**src/rtl/accum_seq_if.sv**
```systemverilog
// accum_seq_if: job request and issue/framing bus of the accumulator sequencer
interface accum_seq_if #(
  parameter int VEC_ADDRW = 9,
  parameter int MAT_ADDRW = 9
);
  logic                 start;
  logic [VEC_ADDRW-1:0] vec_base;
  logic [MAT_ADDRW-1:0] mat_base;
  logic [VEC_ADDRW-1:0] num_cols;
  logic [MAT_ADDRW-1:0] num_rows;
  logic [VEC_ADDRW-1:0] vec_raddr;
  logic [MAT_ADDRW-1:0] mat_raddr;
  logic                 ovalid;
  logic                 first;
  logic                 last;
  logic                 busy;
  logic                 done;
  logic                 err;
  modport master (
    output start, vec_base, mat_base, num_cols, num_rows,
    input  vec_raddr, mat_raddr, ovalid, first, last, busy, done, err
  );
  modport slave (
    input  start, vec_base, mat_base, num_cols, num_rows,
    output vec_raddr, mat_raddr, ovalid, first, last, busy, done, err
  );
endinterface

```
**src/rtl/accum_seq.sv**
```systemverilog
// accum_seq: issues vector/matrix read addresses and latency-aligned dot-product framing.
// Optional ACCUM_SEQ_ZERO_CHK_EN rejects jobs with a zero row or column count.
module accum_seq #(
  parameter int VEC_ADDRW = 9,
  parameter int MAT_ADDRW = 9,
  parameter int MEM_LAT   = 2
) (
  input logic        clk,
  input logic        rst,
  accum_seq_if.slave s
);
  localparam int DW = $clog2(MEM_LAT) + 1;
  typedef enum logic [1:0] {IDLE, ISSUE, DRAIN} state_t;
  state_t st;
  logic [VEC_ADDRW-1:0] vb, ncm1, c, c_nx, vaddr;
  logic [MAT_ADDRW-1:0] nrm1, r, maddr;
  logic [DW-1:0] dcnt;
  logic iv, ifst, ilst, busy, done, err;
  logic col_end, job_end, zero;
  logic [2:0] dl [MEM_LAT];
`ifdef ACCUM_SEQ_ZERO_CHK_EN
  assign zero = s.num_cols == '0 || s.num_rows == '0;
`else
  assign zero = 1'b0;
`endif
  assign col_end = c == ncm1;
  assign job_end = col_end && r == nrm1;
  assign c_nx = col_end ? '0 : c + VEC_ADDRW'(1);
  always_ff @(posedge clk) begin
    if (rst) begin
      st <= IDLE;
      vb <= '0;
      ncm1 <= '0;
      nrm1 <= '0;
      c <= '0;
      r <= '0;
      vaddr <= '0;
      maddr <= '0;
      dcnt <= '0;
      iv <= 1'b0;
      ifst <= 1'b0;
      ilst <= 1'b0;
      busy <= 1'b0;
      done <= 1'b0;
      err <= 1'b0;
      for (int i = 0; i < MEM_LAT; i++) dl[i] <= '0;
    end else begin
      done <= 1'b0;
      err <= 1'b0;
      dl[0] <= {iv, ifst, ilst};
      for (int i = 1; i < MEM_LAT; i++) dl[i] <= dl[i-1];
      case (st)
        IDLE: if (s.start) begin
          if (zero) err <= 1'b1;
          else begin
            st <= ISSUE;
            busy <= 1'b1;
            vb <= s.vec_base;
            ncm1 <= s.num_cols - VEC_ADDRW'(1);
            nrm1 <= s.num_rows - MAT_ADDRW'(1);
            c <= '0;
            r <= '0;
            vaddr <= s.vec_base;
            maddr <= s.mat_base;
            iv <= 1'b1;
            ifst <= 1'b1;
            ilst <= s.num_cols == VEC_ADDRW'(1);
          end
        end
        ISSUE: if (job_end) begin
          st <= DRAIN;
          iv <= 1'b0;
          ifst <= 1'b0;
          ilst <= 1'b0;
          dcnt <= '0;
        end else begin
          c <= c_nx;
          if (col_end) r <= r + MAT_ADDRW'(1);
          vaddr <= vb + c_nx;
          maddr <= maddr + MAT_ADDRW'(1);
          ifst <= c_nx == '0;
          ilst <= c_nx == ncm1;
        end
        // Hold until the last issued word has left the delay line.
        DRAIN: if (dcnt == DW'(MEM_LAT - 1)) begin
          st <= IDLE;
          busy <= 1'b0;
          done <= 1'b1;
        end else dcnt <= dcnt + DW'(1);
        default: st <= IDLE;
      endcase
    end
  end
  assign s.vec_raddr = vaddr;
  assign s.mat_raddr = maddr;
  assign s.ovalid = dl[MEM_LAT-1][2];
  assign s.first = dl[MEM_LAT-1][2] & dl[MEM_LAT-1][1];
  assign s.last = dl[MEM_LAT-1][2] & dl[MEM_LAT-1][0];
  assign s.busy = busy;
  assign s.done = done;
  assign s.err = err;
endmodule
```
**src/flat_wrapper.sv**
```systemverilog
// flat-port wrapper written by rule: the top's interface ports become plain ports
module accum_seq_flat 
#(
  parameter int VEC_ADDRW = 9,
  parameter int MAT_ADDRW = 9,
  parameter int MEM_LAT   = 2
)
  (clk, rst, s_start, s_vec_base, s_mat_base, s_num_cols, s_num_rows, s_vec_raddr, s_mat_raddr, s_ovalid, s_first, s_last, s_busy, s_done, s_err);
  accum_seq_if #(.VEC_ADDRW(VEC_ADDRW), .MAT_ADDRW(MAT_ADDRW)) s_i ();
  input logic clk;
  input logic rst;
  input wire logic [$bits(s_i.start)-1:0] s_start;
  input wire logic [$bits(s_i.vec_base)-1:0] s_vec_base;
  input wire logic [$bits(s_i.mat_base)-1:0] s_mat_base;
  input wire logic [$bits(s_i.num_cols)-1:0] s_num_cols;
  input wire logic [$bits(s_i.num_rows)-1:0] s_num_rows;
  output wire logic [$bits(s_i.vec_raddr)-1:0] s_vec_raddr;
  output wire logic [$bits(s_i.mat_raddr)-1:0] s_mat_raddr;
  output wire logic [$bits(s_i.ovalid)-1:0] s_ovalid;
  output wire logic [$bits(s_i.first)-1:0] s_first;
  output wire logic [$bits(s_i.last)-1:0] s_last;
  output wire logic [$bits(s_i.busy)-1:0] s_busy;
  output wire logic [$bits(s_i.done)-1:0] s_done;
  output wire logic [$bits(s_i.err)-1:0] s_err;
  assign s_i.start = s_start;
  assign s_i.vec_base = s_vec_base;
  assign s_i.mat_base = s_mat_base;
  assign s_i.num_cols = s_num_cols;
  assign s_i.num_rows = s_num_rows;
  assign s_vec_raddr = s_i.vec_raddr;
  assign s_mat_raddr = s_i.mat_raddr;
  assign s_ovalid = s_i.ovalid;
  assign s_first = s_i.first;
  assign s_last = s_i.last;
  assign s_busy = s_i.busy;
  assign s_done = s_i.done;
  assign s_err = s_i.err;
  accum_seq #(.VEC_ADDRW(VEC_ADDRW), .MAT_ADDRW(MAT_ADDRW), .MEM_LAT(MEM_LAT)) u_core (.clk(clk), .rst(rst), .s(s_i));
endmodule
```
**config.mk**
```make
export PLATFORM = sky130hd
export DESIGN_NAME = accum_seq_flat
export DESIGN_NICKNAME = d
export VERILOG_FILES = /design/src/rtl/accum_seq_if.sv /design/src/rtl/accum_seq.sv /design/src/flat_wrapper.sv
export SDC_FILE = /design/constraint.sdc
export NUM_CORES = 1
export LEC_CHECK = 0
export BUFFER_PORTS_ARGS = -buffer_cell sky130_fd_sc_hd__clkbuf_2
export CAP_MARGIN = 20
export CORE_MARGIN = 2
export CORE_UTILIZATION = 60
export CTS_BUF_LIST = sky130_fd_sc_hd__clkbuf_8
export DETAILED_ROUTE_END_ITERATION = 8
export HOLD_SLACK_MARGIN = 0.12
export PLACE_DENSITY = 0.83
export SYNTH_ARGS = -nofsm -noshare
export SYNTH_HDL_FRONTEND = slang
export SYNTH_SLANG_ARGS = --single-unit
```
**constraint.sdc**
```tcl
create_clock -name clk -period 3.5 [get_ports clk]
set_input_delay 0.35 -clock clk [delete_from_list [all_inputs] [get_ports clk]]
set_output_delay 0.35 -clock clk [all_outputs]
set_load 0.005 [all_outputs]
```
==> metrics.md, run 1 <==
| Metric | Value |
|---|---|
| Vias | `between 4,000 and 5,000` |
| Synth Area in Adders | `5.30%` |
| Minimum clock period | `roughly 3200 ps` |
| Crit path launch type | `flip-flop` |
| Synth unique cells | `69` |
| Sw Pwr | `691 uW` |
| Post-Syn Instances | `565` |
| Post-synthesis mux area share | `1.51%` |
| RSZ-0062 raised after global routing | `no` |
| Sw frac | `30.1%` |
| Max cap viols | `0` |
| Initial antenna violation count | `0` |
| Asr flop ratio synth | `0%` |
| Starting DRT DRC Count | `328` |
| Worst EP required | `3720 ps` |
| Vias per cell | `6.08` |
| TritonCTS Sinks | `78` |
| Antenna cells | `0` |
| Final setup fails | `0` |
| Post-Synthesis Cell Area | `0.00463 mm^2` |
| Yosys warnings | `0` |
| Fin worst setup slack | `just over 300 ps` |
| Final instance area | `0.00520 mm^2` |
| I/O Pins | `63` |
| Design Power | `2300 uW` |
| Fin cells | `717` |
| Final Max Tran Viols | `0` |
| NumNets Final | `around 670` |
| Layout fillers | `a little over 600` |
| RR Startpoint | `u_core.c[5]` |
| Sequential fraction of the synthesis area | `33.7%` |
| Gr ovfl total | `0` |
| Routed Antenna Nets | `0` |
| Clock skew | `9.64 ps` |
| Routability cong. | `0.967` |
| Worst-path cell chain | `xor2_1 > nor3_1 > nand3_2 > nand2_1 > inv_1 > ha_1 > a21oi_1 > o21ai_0 > a2111oi_1 > or4_1 > a31oi_1 > a21oi_1` |
| Dominant cell type by area after synthesis | `dfxtp_1` |
| Port buffer count | `61` |
| Crit Path Max Fanout | `6` |
| Slew Limit Headroom | `between 40% and 50%` |
| Slowest stage delay, CP | `510 ps` |
| Critical path data arrival time | `around 3400 ps` |
| Hold Crit Class | `in2reg` |
| Final hold viol count | `0` |
| CTS Buf Count | `9` |
| Die footprint | `about 0.0084 mm^2` |
| Hpwl dp | `7.65 mm` |
| Drt pass-1 iters | `6` |
| Pint | `1610 uW` |
| Crit. End Element | `flip-flop` |
| Post-synthesis register bit count | `78` |
| Top post-synthesis cells by area | `dfxtp_1 34%, nor2_1 4.9%, ha_1 4.9%` |
| VDD IR max | `approximately 0.00022 V` |
| Most Frequent Cell on Critical Path | `a21oi_1` |
| Simple logic cell fraction of the synthesized area | `23.0%` |
| Worst slack at placement | `233 ps` |
| Hold Startpoint | `s_num_rows[0]` |
| Setup Crit Path Kind | `reg2reg` |
| Inst Count DP | `701` |
| P&R area growth vs syn | `12.4%` |
| Die X | `91.8 um` |
| Number of placement rows | `32` |
| Crit share post-route | `91.2%` |
| Largest net degree at the start of global routing | `73` |
| Buffer count from post-CTS setup fixing | `0` |
| Slowest CP cell | `or4_1` |
| GRT Overall Usage | `26.5%` |
| CTS Buffer Depth | `2` |
| Clock group share of total power | `35.9%` |
| Clk pin slew, worst setup/hold paths | `about 80 ps` |
| Mapped Nets | `623` |
| Routed len/inst | `15.3 um` |
| Complex-gate fraction of the synthesized area | `a little under a quarter` |
| Root Buffer | `clkbuf_8` |
| Power share of the combinational group | `20.2%` |
| Post-DP Area | `approximately 0.0049 mm^2` |
| CTS tree | `done` |
| Die H | `between 90 and 100 um` |
| Cell leakage power | `0.00201 uW` |
| Outcome | `complete, no violations` |
| # DRC | `0` |
| Xor/xnor share of the synthesized area | `7.90%` |
| Number of synthesized flops with an enable pin | `0` |
| Area share of the largest cell type after synthesis | `33.7%` |
| Dominant synthesized flop cell | `dfxtp_1` |
| Post-Syn Area per Cell | `8.19 um^2` |
| First-pass GRT wire length | `about 18 mm` |
| Part of the power in registers | `43.8%` |
| Clk_lat worst skew | `around 360 ps` |
| Setup TNS | `0 ps` |
| Actual slew at the worst max-slew pin | `817 ps` |
| H-tree levels | `3` |
| Crit path from | `u_core.c[5]` |
| Initial Util | `approximately three fifths` |
| Core area | `around 0.0076 mm^2` |
| Share of cells above drive strength 1 | `16.9%` |
| Power Density | `442 mW/mm^2` |
| F_max | `between 0.3 and 0.4 GHz` |
| Vias in the first global route | `4,012` |
| Largest family of logic cells by synthesized area | `compound AO/OA/AOI/OAI gates` |
| Final WL | `11.0 mm` |
[registers in the layout, summed over array words and instances, names as in the netlist, 2 cells and up]
register            cells
u_core.c                9
u_core.nrm1             9
u_core.s.vec_raddr      9
u_core.r                9
u_core.ncm1             9
u_core.dcnt             2
u_core.st               2
u_core.dl               6
u_core.s.mat_raddr      9
u_core.vb               9
[through the flow]
step / util, % / hold WS, ps
3_3_place_gp: 65.1 / 420
4_1_cts: 68.3 / 194
3_5_place_dp: 65.1 / 425
5_1_grt: 68.4 / 221
6_report: 68.4 / 203
2_1_floorplan: - / 414
[cells by family (layout without fill, tap and decap cells)]
family / after synthesis / after routing
AND/OR/NAND/NOR: 218 / 218
AO/OA/AOI/OAI: 149 / 149
flip-flops: 78 / 78
buffers and inverters: 53 / 103
XOR/XNOR: 40 / 40
adder cells (fa/ha/maj): 19 / 19
multiplexers: 7 / 7
other: 1 / 1
[repair_timing]
item | in CTS | in global routing
resized for setup | 0 | 2
hold buffers | 0 | 0
setup endpoints to repair | 0 | 2
hold endpoints to repair | 0 | 0
[cells in the mapped netlist, types with 6 or more instances]
master,n
a21oi_1,43
xnor2_1,25
ha_1,18
nand2_1,55
and2_1,8
dfxtp_1,78
a311oi_1,11
mux2i_1,7
or4_1,7
clkbuf_1,12
buf_1,8
nor2b_1,11
or3_1,6
nand2b_1,8
nand3_1,15
a211oi_1,24
nor3_1,18
inv_1,19
buf_2,9
nand4_1,10
o21ai_0,13
nor2_1,61
xor2_1,14
o31ai_1,7
[worst max-delay path: cells and delay by family (launching register included)]
| family | cells | cell delay [ps] |
|---|---|---|
| AOI/OAI and AO/OA | 5 | 830 |
| and+or+nand+nor | 4 | 1350 |
| buffers and inverters | 1 | 70 |
| xor gates and xnor gates | 1 | 100 |
| DFF | 1 | 440 |
| adders and majority gates | 1 | 270 |
[per-layer routing]
metal / GRT usage (%) / up-vias / wire [um]
met5: 0 / - / 0
met4: 9.70 / 0 / 216
met3: 3.86 / 24 / 623
met2: 44.8 / 178 / 5280
met1: 34.3 / 1991 / 4890
li1: - / 2164 / -
[placed cells by master (no fill, tap or decap), types with 8 or more instances in the layout]
master	n
dfxtp_1	78
and2_1	8
ha_1	18
nand2b_1	8
nor3_1	18
nor2b_1	11
clkbuf_2	61
a21oi_1	43
nand4_1	10
clkbuf_8	9
inv_1	19
nand2_1	55
xnor2_1	25
nand3_1	15
a311oi_1	11
o21ai_0	13
nor2_1	61
xor2_1	14
a211oi_1	24
[power groups by stage]
stage	registers, uW	clock network [uW]	logic [uW]
final	1010	827	465
after floorplan	1020	0	335
after CTS	1010	836	461
after detailed placement	1030	0	457
after global placement	1020	0	445
after global routing	1020	874	520
[final timing paths]
check | to | slack, ps | cells past startpoint
setup / recovery | u_core.s.vec_raddr[7] | 310 | 12
hold / removal | u_core.nrm1[0] | 200 | 2
setup reg to reg | u_core.s.vec_raddr[7] | 310 | 12
hold reg to reg | u_core.dl[0][5] | 440 | 1
[cell type report]
| type | count | area (um^2) | share of cell area [%] |
|---|---|---|---|
| well taps | 102 | 128 | 2.45 |
| clock buffers | 9 | 124 | 2.38 |
| inverters | 19 | 71.3 | 1.37 |
| multi-input cells | 434 | 2840 | 54.6 |
| flip-flops and latches | 78 | 1560 | 30.0 |
| repair buffers | 68 | 358 | 6.88 |
| clock inverters | 7 | 120 | 2.31 |
(Power assumes the default switching activity.)
==> inputs of run 2 (changes only) <==
Settings changed: RECOVER_POWER set to 25.
==> metrics.md, run 2 (same netlist as run 1, synthesis figures left out) <==
| Metric | Value |
|---|---|
| Outcome | `finished with violations` |
| Failing checks | `capacitance limit` |
| Cell leakage power | `0.00198 uW (-1.5%)` |
| Antenna cells | `0 (unchanged)` |
| Inst Count DP | `701 (unchanged)` |
| Routability cong. | `0.967 (unchanged)` |
| Setup Crit Path Kind | `reg2reg` |
| Metal3 WL | `638 um (+2.4%)` |
| Routed Antenna Nets | `0 (unchanged)` |
| Worst reg-to-reg path cell count | `12 (unchanged)` |
| Met2 wire length | `5.32 mm (+0.78%)` |
| Layout fillers | `628 (+0.96%)` |
| Root Buffer | `clkbuf_8` |
| Clock skew | `9.22 ps (-0.422 ps)` |
| Initial antenna violation count | `0 (unchanged)` |
| Final WL | `11.0 mm (about the same)` |
| I/O Pins | `63 (unchanged)` |
| Wl on met1 | `4.86 mm (-0.59%)` |
| CTS Buf Count | `9 (unchanged)` |
| Vias in the first global route | `4,012 (unchanged)` |
| Die X | `91.8 um (unchanged)` |
| Vias | `4,315 (-0.96%)` |
| F_max | `0.313 GHz (-0.22%)` |
| Uppermost layer routed | `met4` |
| Vias per cell | `6.02 (-0.96%)` |
| Core area | `0.00761 mm^2 (unchanged)` |
| Power Density | `443 mW/mm^2 (+0.11%)` |
| # DRC | `0 (unchanged)` |
| Hold Startpoint | `s_num_rows[0]` |
| Port buffer count | `61 (unchanged)` |
| Final Max Tran Viols | `0 (unchanged)` |
| VDD IR max | `0.000218 V (about the same)` |
| Setup TNS | `0 ps (unchanged)` |
| Routed len/inst | `15.4 um (about the same)` |
| Crit path capture | `u_core.s.vec_raddr[7]` |
| Buffer count from post-CTS setup fixing | `0 (unchanged)` |
| Die H | `91.8 um (unchanged)` |
| Hold Crit Class | `in2reg` |
| Design Power | `2300 uW (-0.16%)` |
| GRT Overall Usage | `26.5% (unchanged)` |
| Final setup fails | `0 (unchanged)` |
| Largest net degree at the start of global routing | `73 (unchanged)` |
| Actual slew at the worst max-slew pin | `1490 ps (+673 ps)` |
| Most frequent cells in the layout | `78 x dfxtp_1, 61 x nor2_1, 55 x nand2_1, 53 x clkbuf_2, 43 x a21oi_1` |
| RR Startpoint | `u_core.c[0]` |
| Number of placement rows | `32 (unchanged)` |
| Worst EP required | `3720 ps (about the same)` |
| Crit. End Element | `flip-flop` |
| Initial Util | `60.8% (unchanged)` |
| P&R area growth vs syn | `12.1%` |
| Drt pass-1 iters | `5 (-1)` |
| H-tree levels | `3 (unchanged)` |
| Crit share post-route | `91.4% (+0.20 points)` |
| Minimum clock period | `3200 ps (+7.06 ps)` |
| Post-CTS Resized | `0 (unchanged)` |
| First-pass GRT wire length | `18.4 mm (unchanged)` |
| Clk_lat worst skew | `370 ps (about the same)` |
| Fin cells | `717 (unchanged)` |
| Crit Path Max Fanout | `9 (+3)` |
| Die footprint | `0.00843 mm^2 (unchanged)` |
| CTS Hold Bufs | `0 (unchanged)` |
| RSZ-0062 raised after global routing | `no` |
| Crit path launch type | `flip-flop` |
| Worst reg2reg path endpoint | `u_core.s.vec_raddr[7]` |
| CTS Buffer Depth | `2 (unchanged)` |
| Crit path from | `u_core.c[0]` |
| Final hold viol count | `0 (unchanged)` |
| Commonest non-fill, non-tap cell in the layout | `dfxtp_1` |
| Slew Limit Headroom | `0.627% (-45 points)` |
| Critical path data arrival time | `3420 ps (about the same)` |
| Max cap viols | `1 (+1)` |
| Setup slack, reg-to-reg | `300 ps (about the same)` |
| Hpwl dp | `7.65 mm (unchanged)` |
| Starting DRT DRC Count | `332 (+1.2%)` |
| Share of cells above drive strength 1 | `15.4% (-1.5 points)` |
| TritonCTS Sinks | `78 (unchanged)` |
| Clk pin slew, worst setup/hold paths | `80 ps (about the same)` |
| NumNets Final | `668 (unchanged)` |
| CTS tree | `done` |
| Gr ovfl total | `0 (unchanged)` |
==> run 2: metrics by stage <==
stage          util [%]  setup WS [ps]  hold slack (ps)  area (um^2)
2_1_floorplan         -            300              414         4630
3_3_place_gp       65.1            307              420         4950
3_5_place_dp       65.1            233              425         4950
4_1_cts            68.3            222              194         5190
5_1_grt            68.2           26.1              221         5190
6_report           68.2            302              202         5190
==> run 2: worst min path at each step <==
stage,to,cells past startpoint
after floorplan,u_core.dl[0][3],1
after global placement,u_core.dl[0][4],1
after detailed placement,u_core.dl[0][5],1
after CTS,u_core.nrm1[0],2
after global routing,u_core.vb[4],3
final,u_core.nrm1[0],2
==> run 2: worst max-delay path, cell delays in order, from the launching register on <==
cell	delay, ps
dfxtp_1	510
and2_1	190
o2111a_1	270
nand3_2	160
nand2_1	230
inv_1	70
ha_1	270
a21oi_1	80
o21ai_0	250
a2111oi_1	150
or4_1	510
a31oi_1	250
a21oi_1	100
==> run 2: where the power goes <==
part	total (uW)	internal, uW	switching, uW
sequential	1010	951	57.2
clock	826	477	349
combinational	462	179	284
==> run 2: final cells by class <==
cell class | instances | area (um^2) | share of cell area [%]
clock buffers | 9 | 124 | 2.39
clock inverters | 7 | 120 | 2.31
inverters | 19 | 71.3 | 1.37
multi-input cells | 434 | 2840 | 54.7
flip-flops and latches | 78 | 1560 | 30.1
well taps | 102 | 128 | 2.46
repair buffers | 68 | 344 | 6.63
==> run 2: per-layer routing <==
| layer | vias to the layer above | global-route usage, % |
|---|---|---|
| met1 | 1982 | 34.3 |
| met4 | 0 | 9.70 |
| met2 | 153 | 44.8 |
| met5 | - | 0 |
| li1 | 2159 | - |
| met3 | 21 | 3.86 |
==> inputs of run 3 (changes only) <==
Clock period 3.5 ns to 3.05 ns, I/O delays scaled along.
==> metrics.md, run 3 (same netlist as run 1, synthesis figures left out) <==
| Metric | Value |
|---|---|
| Outcome | `complete, no violations` |
| Sw Pwr | `830 uW (+20%)` |
| F_max | `0.337 GHz (+7.7%)` |
| Gr ovfl total | `0 (unchanged)` |
| Share of cells above drive strength 1 | `19.7% (+4.3 points)` |
| Initial Util | `60.8% (unchanged)` |
| Crit. End Element | `flip-flop` |
| Port buffer count | `61 (unchanged)` |
| Hpwl dp | `8.16 mm (+6.8%)` |
| TritonCTS Sinks | `78 (unchanged)` |
| Final hold viol count | `0 (unchanged)` |
| Part of the power in registers | `45.5% (+1.6 points)` |
| Slowest CP cell | `dfxtp_2` |
| I/O Pins | `63 (unchanged)` |
| Critical path data arrival time | `3230 ps (-190 ps)` |
| Actual slew at the worst max-slew pin | `1480 ps (-13.3 ps)` |
| Minimum clock period | `2970 ps (-229 ps)` |
| Stages on the worst setup path | `13 (+1)` |
| Largest net degree at the start of global routing | `73 (unchanged)` |
| RR Startpoint | `u_core.c[1]` |
| Final setup fails | `0 (unchanged)` |
| Root Buffer | `clkbuf_8` |
| Sw frac | `32.7% (+2.7 points)` |
| First-pass GRT wire length | `19.5 mm (+6.0%)` |
| Die H | `91.8 um (unchanged)` |
| Most frequent cells in the layout | `68 x dfxtp_1, 60 x nor2_1, 54 x nand2_1, 52 x clkbuf_2, 43 x a21oi_1` |
| RSZ-0062 raised after global routing | `yes` |
| Pint | `1710 uW (+6.2%)` |
| Crit share post-route | `97.3% (+6.0 points)` |
| H-tree levels | `3 (unchanged)` |
| P&R area growth vs syn | `14.8%` |
| Worst reg-to-reg path cell count | `13 (+1)` |
| Hold Crit Class | `in2reg` |
| Fin worst setup slack | `81.0 ps (-221 ps)` |
| Crit path from | `u_core.c[1]` |
| Power share of the combinational group | `22.4% (+2.3 points)` |
| Multi-input gate area | `0.00288 mm^2 (+1.4%)` |
| Initial antenna violation count | `0 (unchanged)` |
| Slowest stage delay, CP | `360 ps (-150 ps)` |
| Routed len/inst | `15.9 um (+3.3%)` |
| CTS Buf Count | `9 (unchanged)` |
| CTS tree | `done` |
| Antenna cells | `0 (unchanged)` |
| CTS Buffer Depth | `2 (unchanged)` |
| Inst Count DP | `713 (+1.7%)` |
| Clk pin slew, worst setup/hold paths | `90 ps (about the same)` |
| Clk_lat worst skew | `370 ps (about the same)` |
| Die footprint | `0.00843 mm^2 (unchanged)` |
| Crit Path Max Fanout | `5 (-4)` |
| Power Density | `477 mW/mm^2 (+7.9%)` |
| Setup slack, reg-to-reg | `80 ps (-220 ps)` |
| Commonest non-fill, non-tap cell in the layout | `dfxtp_1` |
| Vias in the first global route | `4,235 (+5.6%)` |
| Drt pass-1 iters | `5 (unchanged)` |
| Setup Crit Path Kind | `reg2reg` |
| NumNets Final | `681 (+1.9%)` |
| Starting DRT DRC Count | `173 (-48%)` |
| Fin cells | `730 (+1.8%)` |
| Max cap viols | `0 (-1)` |
| Clock group share of total power | `32.1% (-3.9 points)` |
| Crit path launch type | `flip-flop` |
| Worst EP required | `3310 ps (-410 ps)` |
| GRT Overall Usage | `27.9% (+1.5 points)` |
| Top delay family on crit path | `simple AND/OR/NAND/NOR gates` |
| Die X | `91.8 um (unchanged)` |
| Worst reg2reg path endpoint | `u_core.s.vec_raddr[8]` |
| Setup TNS | `0 ps (unchanged)` |
| Vias per cell | `6.10 (+1.4%)` |
| Final Max Tran Viols | `0 (unchanged)` |
| Layout fillers | `627 (-0.16%)` |
| Clock skew | `10.3 ps (+1.09 ps)` |
| Seq. cell area | `0.00158 mm^2 (+1.1%)` |
| Cell leakage power | `0.00204 uW (+2.9%)` |
| # DRC | `0 (unchanged)` |
| Final WL | `11.6 mm (+5.1%)` |
| Number of placement rows | `32 (unchanged)` |
| Crit path capture | `u_core.s.vec_raddr[8]` |
| WP buf/inv | `1 (unchanged)` |
| CTS Hold Bufs | `0 (unchanged)` |
| Worst slack at placement | `18.1 ps (-215 ps)` |
| Slew Limit Headroom | `1.51% (+0.89 points)` |
| Vias | `4,456 (+3.3%)` |
| VDD IR max | `0.000269 V (+24%)` |
| Worst-path cell chain | `xor2_1 > nor3_2 > and3_4 > nor2_1 > ha_1 > inv_1 > fa_1 > nor2b_1 > o2111a_2 > o41ai_4 > nand2_1 > and3b_2 > o41ai_2` |
| Core area | `0.00761 mm^2 (unchanged)` |
| Routed Antenna Nets | `0 (unchanged)` |
| Routability cong. | `0.919 (-5.0%)` |
run 3: cell count changes in the layout (fill, tap and decap cells not counted), moves of 2 or more:
| cell | before | now |
|---|---|---|
| buf_4 | 6 | 18 |
| dfxtp_1 | 78 | 68 |
| dfxtp_2 | 0 | 8 |
| bufinv_16 | 3 | 1 |
| clkinv_4 | 0 | 2 |
| dfxtp_4 | 0 | 2 |
run 3: worst min-delay path by stage:
stage                         start  cells past startpoint              end  slack, ps
finish                s_num_rows[0]                      2   u_core.nrm1[0]        160
global route          s_num_rows[0]                      2   u_core.nrm1[0]        170
CTS                   s_num_rows[0]                      2   u_core.nrm1[0]        160
detailed placement  u_core.dl[0][1]                      1  u_core.dl[0][4]        420
global placement    u_core.dl[0][1]                      1  u_core.dl[0][4]        420
floorplan             s_num_cols[0]                      1   u_core.ncm1[0]        400
run 3: per-layer routing:
| layer | GRT usage, % | vias to the layer above | routed length [um] |
|---|---|---|---|
| li1 | - | 2186 | - |
| met1 | 35.4 | 2067 | 5120 |
| met2 | 46.9 | 170 | 5500 |
| met3 | 5.01 | 33 | 641 |
| met4 | 11.4 | 0 | 316 |
| met5 | 0 | - | 0 |
run 3: worst reg2reg max path, delay by kind of cell, from the launching register on:
kind                     cells  cell delay [ps]
AO/OA/AOI/OAI                3              910
adder cells (fa/ha/maj)      2              360
flip-flops                   1              360
buffers and inverters        1               70
XOR/XNOR                     1              170
AND/OR/NAND/NOR              6             1000
run 3: area by class of cell:
type                    instances  share of cell area, %
clock buffers                   9                   2.33
clock inverters                 7                   1.56
inverters                      19                   1.34
multi-input cells             434                   54.2
flip-flops and latches         78                   29.7
well taps                     102                   2.40
repair buffers                 81                   8.39
run 3: power groups by stage:
stage                     clock (uW)  sequential, uW  combinational [uW]
after floorplan                    0            1170                 389
after global placement             0            1170                 535
after detailed placement           0            1180                 554
after CTS                        820            1150                 561
after global routing             868            1160                 629
final                            814            1150                 568
run 3: metrics by stage:
| stage | cell area [um^2] | hold slack, ps | power, uW | utilization (%) |
|---|---|---|---|---|
| floorplan | 4660 | 401 | 1550 | - |
| global placement | 5050 | 420 | 1710 | 66.4 |
| detailed placement | 5050 | 423 | 1730 | 66.4 |
| CTS | 5270 | 155 | 2530 | 69.3 |
| global route | 5310 | 173 | 2660 | 69.8 |
| finish | 5310 | 164 | 2540 | 69.8 |
run 3: timing repair:
item | in CTS | in global routing
setup buffers | 0 | 1
resized for setup | 2 | 18
endpoints found under the setup margin | 1 | 2
pin swaps | 0 | 7
